### src/rtl/serial_add_pkg.sv
// serial_add_pkg
// Shared type definitions for the bit-serial adder controller.
//   sa_state_t : controller FSM state (IDLE -> RUN -> DONE -> IDLE)
package serial_add_pkg;

  typedef enum logic [1:0] {
    IDLE,
    RUN,
    DONE
  } sa_state_t;

endpackage

### src/rtl/serial_add_ctrl_fa_cell.sv
// fa_cell
// Single-bit full adder. This is the only arithmetic in the serial adder;
// the controller feeds it one operand bit pair per clock.
// Ports:
//   a, b  : operand bits
//   cin   : carry in
//   sum   : a ^ b ^ cin
//   cout  : carry out
module fa_cell (
  input  logic a,
  input  logic b,
  input  logic cin,
  output logic sum,
  output logic cout
);

  assign sum  = a ^ b ^ cin;
  assign cout = (a & b) | (cin & (a ^ b));

endmodule

### src/rtl/serial_add_ctrl.sv
// serial_add_ctrl
// Bit-serial adder controller: latches WIDTH-bit operands on accept, then
// pushes them LSB first through one fa_cell, one bit per clock, carrying
// through a registered carry. The result appears WIDTH clocks after accept
// and is held until the consumer takes it.
//
// Optional build macro: SERIAL_ADD_OVF_EN adds the 'ovf' output (signed
// two's-complement overflow of the held result).
//
// Ports:
//   clk        rising-edge clock
//   reset_n    asynchronous active-low reset
//   in_valid   operands presented        in_ready  controller accepts operands
//   a, b       WIDTH-bit addends         cin       carry into bit 0
//   out_valid  result available          out_ready consumer takes result
//   sum        WIDTH-bit result          cout      carry out of bit WIDTH-1
//   busy       high while bits are being processed
//   ovf        (SERIAL_ADD_OVF_EN only) signed overflow of the result
module serial_add_ctrl
  import serial_add_pkg::*;
#(
  parameter int WIDTH = 8
) (
  input  logic             clk,
  input  logic             reset_n,
  input  logic             in_valid,
  output logic             in_ready,
  input  logic [WIDTH-1:0] a,
  input  logic [WIDTH-1:0] b,
  input  logic             cin,
  output logic             out_valid,
  input  logic             out_ready,
  output logic [WIDTH-1:0] sum,
  output logic             cout,
  output logic             busy
`ifdef SERIAL_ADD_OVF_EN
  ,
  output logic             ovf
`endif
);

  localparam int CW = $clog2(WIDTH);
  // Index of the final bit; the counter stops here rather than wrapping.
  localparam logic [CW-1:0] LAST = CW'(WIDTH - 1);

  sa_state_t        state_reg,  state_next;
  logic [WIDTH-1:0] a_sr_reg,   a_sr_next;
  logic [WIDTH-1:0] b_sr_reg,   b_sr_next;
  logic [WIDTH-1:0] sum_sr_reg, sum_sr_next;
  logic             carry_reg,  carry_next;
  logic [CW-1:0]    cnt_reg,    cnt_next;
  logic [WIDTH-1:0] sum_reg,    sum_next;
  logic             cout_reg,   cout_next;
`ifdef SERIAL_ADD_OVF_EN
  logic             ovf_reg,    ovf_next;
`endif

  logic fa_sum;
  logic fa_cout;

  fa_cell u_fa (
    .a    (a_sr_reg[0]),
    .b    (b_sr_reg[0]),
    .cin  (carry_reg),
    .sum  (fa_sum),
    .cout (fa_cout)
  );

  always_ff @(posedge clk or negedge reset_n) begin
    if (!reset_n) begin
      state_reg  <= IDLE;
      a_sr_reg   <= '0;
      b_sr_reg   <= '0;
      sum_sr_reg <= '0;
      carry_reg  <= 1'b0;
      cnt_reg    <= '0;
      sum_reg    <= '0;
      cout_reg   <= 1'b0;
`ifdef SERIAL_ADD_OVF_EN
      ovf_reg    <= 1'b0;
`endif
    end else begin
      state_reg  <= state_next;
      a_sr_reg   <= a_sr_next;
      b_sr_reg   <= b_sr_next;
      sum_sr_reg <= sum_sr_next;
      carry_reg  <= carry_next;
      cnt_reg    <= cnt_next;
      sum_reg    <= sum_next;
      cout_reg   <= cout_next;
`ifdef SERIAL_ADD_OVF_EN
      ovf_reg    <= ovf_next;
`endif
    end
  end

  always_comb begin
    state_next  = state_reg;
    a_sr_next   = a_sr_reg;
    b_sr_next   = b_sr_reg;
    sum_sr_next = sum_sr_reg;
    carry_next  = carry_reg;
    cnt_next    = cnt_reg;
    sum_next    = sum_reg;
    cout_next   = cout_reg;
`ifdef SERIAL_ADD_OVF_EN
    ovf_next    = ovf_reg;
`endif
    in_ready    = 1'b0;
    out_valid   = 1'b0;
    busy        = 1'b0;

    case (state_reg)
      IDLE: begin
        in_ready = 1'b1;
        // Operands are only sampled here, so anything on a/b outside an
        // accept never reaches the datapath.
        if (in_valid) begin
          a_sr_next  = a;
          b_sr_next  = b;
          carry_next = cin;
          cnt_next   = '0;
          state_next = RUN;
        end
      end

      RUN: begin
        busy        = 1'b1;
        sum_sr_next = {fa_sum, sum_sr_reg[WIDTH-1:1]};
        a_sr_next   = a_sr_reg >> 1;
        b_sr_next   = b_sr_reg >> 1;
        carry_next  = fa_cout;
        if (cnt_reg == LAST) begin
          state_next = DONE;
          sum_next   = {fa_sum, sum_sr_reg[WIDTH-1:1]};
          cout_next  = fa_cout;
`ifdef SERIAL_ADD_OVF_EN
          // carry_reg is the carry into the MSB on this final step.
          ovf_next   = carry_reg ^ fa_cout;
`endif
        end else begin
          cnt_next = cnt_reg + 1'b1;
        end
      end

      DONE: begin
        out_valid = 1'b1;
        if (out_ready) begin
          state_next = IDLE;
        end
      end

      default: begin
        state_next = IDLE;
      end
    endcase
  end

  assign sum  = sum_reg;
  assign cout = cout_reg;
`ifdef SERIAL_ADD_OVF_EN
  assign ovf  = ovf_reg;
`endif

endmodule

### config.mk
export PLATFORM = sky130hd
export DESIGN_NAME = serial_add_ctrl
export DESIGN_NICKNAME = d
export VERILOG_FILES = /design/src/rtl/serial_add_pkg.sv /design/src/rtl/serial_add_ctrl_fa_cell.sv /design/src/rtl/serial_add_ctrl.sv
export SDC_FILE = /design/constraint.sdc
export NUM_CORES = 1
export LEC_CHECK = 0
export BUFFER_PORTS_ARGS = -buffer_cell sky130_fd_sc_hd__buf_2
export CORE_AREA = 3 3 61 77
export DETAILED_ROUTE_END_ITERATION = 6
export DIE_AREA = 0 0 64 80
export PLACE_DENSITY = 0.72
export SLEW_MARGIN = 10
export SYNTH_ARGS = -nofsm -noshare
export SYNTH_HDL_FRONTEND = slang
export SYNTH_SLANG_ARGS = --single-unit
### constraint.sdc
create_clock -name clk -period 2.1 [get_ports clk]
set_input_delay 0.105 -clock clk [delete_from_list [all_inputs] [get_ports clk]]
set_output_delay 0.105 -clock clk [all_outputs]
set_load 0.05 [all_outputs]
Word level (Yosys, flattened, before mapping)
Cells that the tools add are included.
Widths: inputs -> output; s select.
- flip-flop bits (word level): 39
- word-level logic and storage cells: 43
- output and inout port bits: 12
- bits of input ports: 21
- equal/unequal tests: 7
- reduce and logical (&&, ||, !) cells: 6
- bitwise operators: 5
- mux-type cells: 16
- add/sub/neg operators: 1
- operator list (kind ; count):
    $pmux 8 s2 ; 2
    $mux 8 ; 2
    $ne 2x2->1 const B ; 4
    $mux 2 ; 3
    $mux 3 ; 2
    $pmux 2 s3 ; 1
    $pmux 3 s2 ; 1
    $reduce_and 3->1 ; 2
    $mux 1 ; 4
    $reduce_and 2->1 ; 2
    $add 3x1->3 const B ; 1
    $eq 3x3->1 const B ; 1
    $and 1x1->1 ; 2
    $eq 2x1->1 const B ; 1
    $eq 2x2->1 const B ; 1
    $logic_not 2->1 ; 1
    $pmux 1 s2 ; 1
    $reduce_bool 2->1 ; 1
    $xor 1x1->1 ; 2
    $or 1x1->1 ; 1

Longest topological paths before layout
- depth after elaboration: 4
- gate-level depth with buffers: 5
- gate-level depth less buffers: 4

Modules after synthesis
A second synthesis with hierarchy kept.
- cells, all modules: 157
- area total of the unflattened synthesis: 1722.9 um^2
- by module, submodules not included (module ; cells each ; sequential area each (um^2) ; area an instance (um^2) ; instances):
    serial_add_ctrl ; 156 ; 950.9 ; 1702.9 ; 1
    fa_cell ; 1 ; 0.0 ; 20.0 ; 1

Worst setup path before layout
Ideal clock, no wire load.
- path type: flip-flop to flip-flop
- start point: register cnt_reg[0]
- end point: register cout_reg (netlist: cout)
- period minus slack after synthesis: 1.540 ns
- setup time: 0.125 ns
- path slack: 0.560 ns
- data required time: 1.975 ns
- data arrival time: 1.415 ns
- path buffers: 1
- cell stages (with the launch flop): 6
- path through: dfrtp_1 ha_1 ha_1 nand3b_1 buf_2 mux2_2
- word-level cells in the longest chain between the ends: 2
- RTL lines (item ; RTL line ; source):
    from (decl) ; serial_add_ctrl.sv:51 ; logic [CW-1:0] cnt_reg, cnt_next;
    from (signal assigned) ; serial_add_ctrl.sv:88 ; cnt_reg <= cnt_next;
    $eq 3x3->1 ; serial_add_ctrl.sv:133 ; if (cnt_reg == LAST) begin
    $reduce_and 2->1 (no source line) ; -- ;
    to (signal assigned) ; serial_add_ctrl.sv:90 ; cout_reg <= cout_next;
    to (decl) ; serial_add_ctrl.sv:53 ; logic cout_reg, cout_next;
No other way between the ends.
A chain may end at the register's enable or synchronous reset.

Worst setup path in the final report
- start point: register state_reg[0]
- end point: output busy
- word-level cells in the longest chain between the ends: 2
- RTL lines (item ; RTL line ; source):
    from (decl) ; serial_add_ctrl.sv:46 ; sa_state_t state_reg, state_next;
    from (signal assigned) ; serial_add_ctrl.sv:83 ; state_reg <= state_next;
    $eq 2x1->1 ; serial_add_ctrl.sv:113 ; case (state_reg)
    $mux 1 ; serial_add_ctrl.sv:113 ;
    to (decl) ; serial_add_ctrl.sv:35 ; output logic busy
No other way between the ends.

==> flow_summary.json <==
{
  "outcome": "complete, no violations",
  "io-pin-count": 33,
  "fp.dieH_microns": 80,
  "grt_pass1_wl_mm": 5.616,
  "layout.cells.most_common": "dfrtp_1",
  "sequential_standard_cell_area_sq_um": 950.9,
  "slew-limit-headroom_pct": 42.91,
  "maximum_number_of_pins_on_one_net_before_global_route_repair": 39,
  "initial_utilization_pct": 44.43,
  "cp_endpoint": "busy",
  "setup_viol": 0,
  "cts_resized": 0,
  "die_width_microns": 64,
  "worst-path-stages": 3,
  "post-route-util_pct": 50.92,
  "worst-endpoint-required_ns": 2.00,
  "count_of_nets_after_finishing": 197,
  "maxClockFrequency_mhz": 549.0,
  "fin_worst_skew_ns": 0.003605,
  "reg2reg_from": "cnt_reg[0]$_DFFE_PN0P_",
  "synth_flop_cell": "dfrtp_1",
  "critPathSlowestCell": "dfrtp_1",
  "routed_wl_mm": 3.312,
  "number_of_instances_in_the_placed_design": 221,
  "max_slew.worst_pin.slew_ns": 0.8564,
  "regToRegEndpoint": "sum[6]$_DFFE_PN0P_",
  "rsz0062_at_grt": "no",
  "cts_num_sinks": 38,
  "synthesis.nets": 167,
  "final_cell_mix": "38 x dfrtp_1, 32 x buf_2, 11 x inv_1, 11 x mux2_2",
  "synth_cell_types": 29,
  "path_cells": "nand2b_1, inv_1, buf_2",
  "synth_seq_cells": 38,
  "place_congestion": 0.8246,
  "worst-path-buf-inv": 2,
  "p_leak_nw": 0.9448,
  "post_synth_inst_count": 143,
  "power_frac_comb_pct": 44.7,
  "postLayoutSetupSlackWorst_ns": 0.2783,
  "arrival_ns": 1.72,
  "cts.reportedPaths.clkPinSlew_ns": 0.07,
  "instance_area_at_placement_sq_um": 1982,
  "std_cell_rows": 26,
  "insertion_delay_ns": 0.28,
  "preCtsSetupSlack_ns": 0.3408,
  "post_layout_nonfiller_instances": 229,
  "drt_pass1_iterations": 5,
  "share_clk_of_total_power_pct": 14.5,
  "hold_crit_class": "input port to flip-flop",
  "place.port_buffers": 32,
  "place_hpwl_mm": 2.300,
  "min_period_ns": 1.822,
  "drive_above_1_share_pct": 36.99,
  "ff2ff_setup_slack_ns": 0.36,
  "cts_inserted_buffers": 5,
  "cp-end-kind": "output port",
  "route.detailed.drc": 0,
  "post_drt_wl_per_cell_microns": 14.46,
  "multiInputGateArea_sq_um": 737.0,
  "largest_delay_share_family_worst_path": "flip-flops",
  "area_delta_synth_final_pct": 14.61,
  "irDropWorstVdd_mv": 0.6677,
  "p_int_mw": 1.901,
  "cellPowerDensity_nw_per_um2": 1547,
  "antenna_left": 0,
  "async_reset_ff_share_pct": 100.0,
  "totalNegativeSetupSlack_ns": 0,
  "grt-ovfl-total": 0,
  "crit_path_start": "state_reg[0]$_DFFE_PN0P_",
  "synth-seq-area-share_pct": 52.63,
  "htree_num_levels": 2,
  "fin_crit_sh_pct": 86.75,
  "floorplan.core_area_sq_um": 4066,
  "reg2regPathDepth": 4,
  "gr-usage-all-layers_pct": 14.17,
  "power.net_switching_mw": 1.302,
  "design.die.area_sq_um": 5120,
  "finalInstanceArea_sq_um": 2071,
  "worst-path-max-fanout": 17,
  "power.share.switching_pct": 40.65,
  "syn-cell-area_sq_um": 1807,
  "synth_edf_count": 0,
  "grt_antenna_before_repair": 0,
  "ys.warnings.count": 0,
  "cts.path.max_buffers": 2,
  "ctsRootBufferMaster": "clkbuf_8",
  "first_global_vias": 1255,
  "layout.filler_cells": 373,
  "synth_area_per_cell_sq_um": 12.63,
  "timing.setup.critical_path_class": "flip-flop to output port",
  "cts_tree": "yes",
  "maxCapViolCount": 0,
  "p_seq_share_pct": 40.8,
  "antennaDiodeCount": 0,
  "via_per_inst": 5.454,
  "start_kind": "flip-flop",
  "detailedRoute.firstIterationViolations": 49,
  "vias": 1249,
  "hold_viol_final": 0,
  "final-max-slew-violation-count": 0,
  "critPathMaxStageDelay_ns": 0.54
}
==> how the worst min path moves through the flow <==
stage	start	to	slack (ns)	cells past startpoint
after floorplan	reset_n	a_sr_reg[0]$_DFFE_PN0P_	-0.19	0
after global placement	reset_n	sum_sr_reg[1]$_DFFE_PN0N_	0.24	1
after detailed placement	reset_n	b_sr_reg[2]$_DFFE_PN0P_	0.26	1
after CTS	out_ready	state_reg[1]$_DFFE_PN0P_	0.02	2
after global routing	out_ready	state_reg[1]$_DFFE_PN0P_	0.03	2
final	out_ready	state_reg[1]$_DFFE_PN0P_	0.03	2
==> cells by family (layout without fill, tap and decap cells) <==
group / count (synthesis) / in the layout / synth area share [%]
DFF: 38 / 38 / 52.63
and+or+nand+nor: 38 / 38 / 16.27
AOI/OAI and AO/OA: 24 / 24 / 12.05
buffers and inverters: 24 / 54 / 6.578
muxes: 16 / 16 / 9.972
adders and majority gates: 3 / 3 / 2.493
==> worst register-to-register path, cell delays in order, from the launching register on <==
cell and delay [ns]:
dfrtp_1 0.40, ha_1 0.21, ha_1 0.24, nand3b_1 0.37, mux2_2 0.39
==> final cells by class <==
cell class              instances  share of cell area [%]
clock buffers                   5                   3.323
repair buffers                 36                   9.305
clock inverters                 2                  0.4834
flip-flops and latches         38                   45.92
inverters                      11                   1.994
multi-input cells              81                   35.59
well taps                      56                   3.384
==> cells in the mapped netlist, types with 3 or more instances <==
library cell	number	area [sq um]
a211oi_1	6	45.04
nand3_1	3	15.01
mux2_1	5	56.30
mux2_2	11	123.9
o221a_2	9	101.4
dfrtp_1	38	950.9
or4b_1	9	90.09
nor4b_1	6	52.55
buf_4	3	22.52
o221ai_1	3	26.28
inv_1	11	41.29
buf_2	7	35.03
nor3b_1	8	60.06
nand2b_1	5	31.28
==> per-stage QoR <==
stage / hold slack, ns / power (mW)
floorplan: -0.1906 / 2.461
global placement: 0.2428 / 2.699
detailed placement: 0.2565 / 2.772
CTS: 0.02182 / 3.240
global route: 0.02861 / 3.434
finish: 0.02996 / 3.203
==> routing by layer <==
layer	GRT usage, %	up-vias	share of wire (%)
met1	17.30	623	43
met2	22.75	34	50
li1	-	588	-
met4	6.263	0	1.1
met3	4.507	4	5.1
met5	0	-	0
==> timing repair <==
| action | CTS | global route |
|---|---|---|
| hold endpoints to repair | 38 | 0 |
| hold buffers | 1 | 0 |
| buffers inserted | 0 | 0 |
| endpoints found under the setup margin | 0 | 0 |
==> power groups by stage <==
stage | combinational [mW] | sequential (mW) | clock, mW
detailed placement | 1.45 | 1.32 | 0
global placement | 1.40 | 1.30 | 0
finish | 1.43 | 1.31 | 0.465
floorplan | 0.916 | 1.55 | 0
CTS | 1.45 | 1.31 | 0.477
global route | 1.57 | 1.35 | 0.506
No activity file was read; power rests on OpenSTA's default activity.
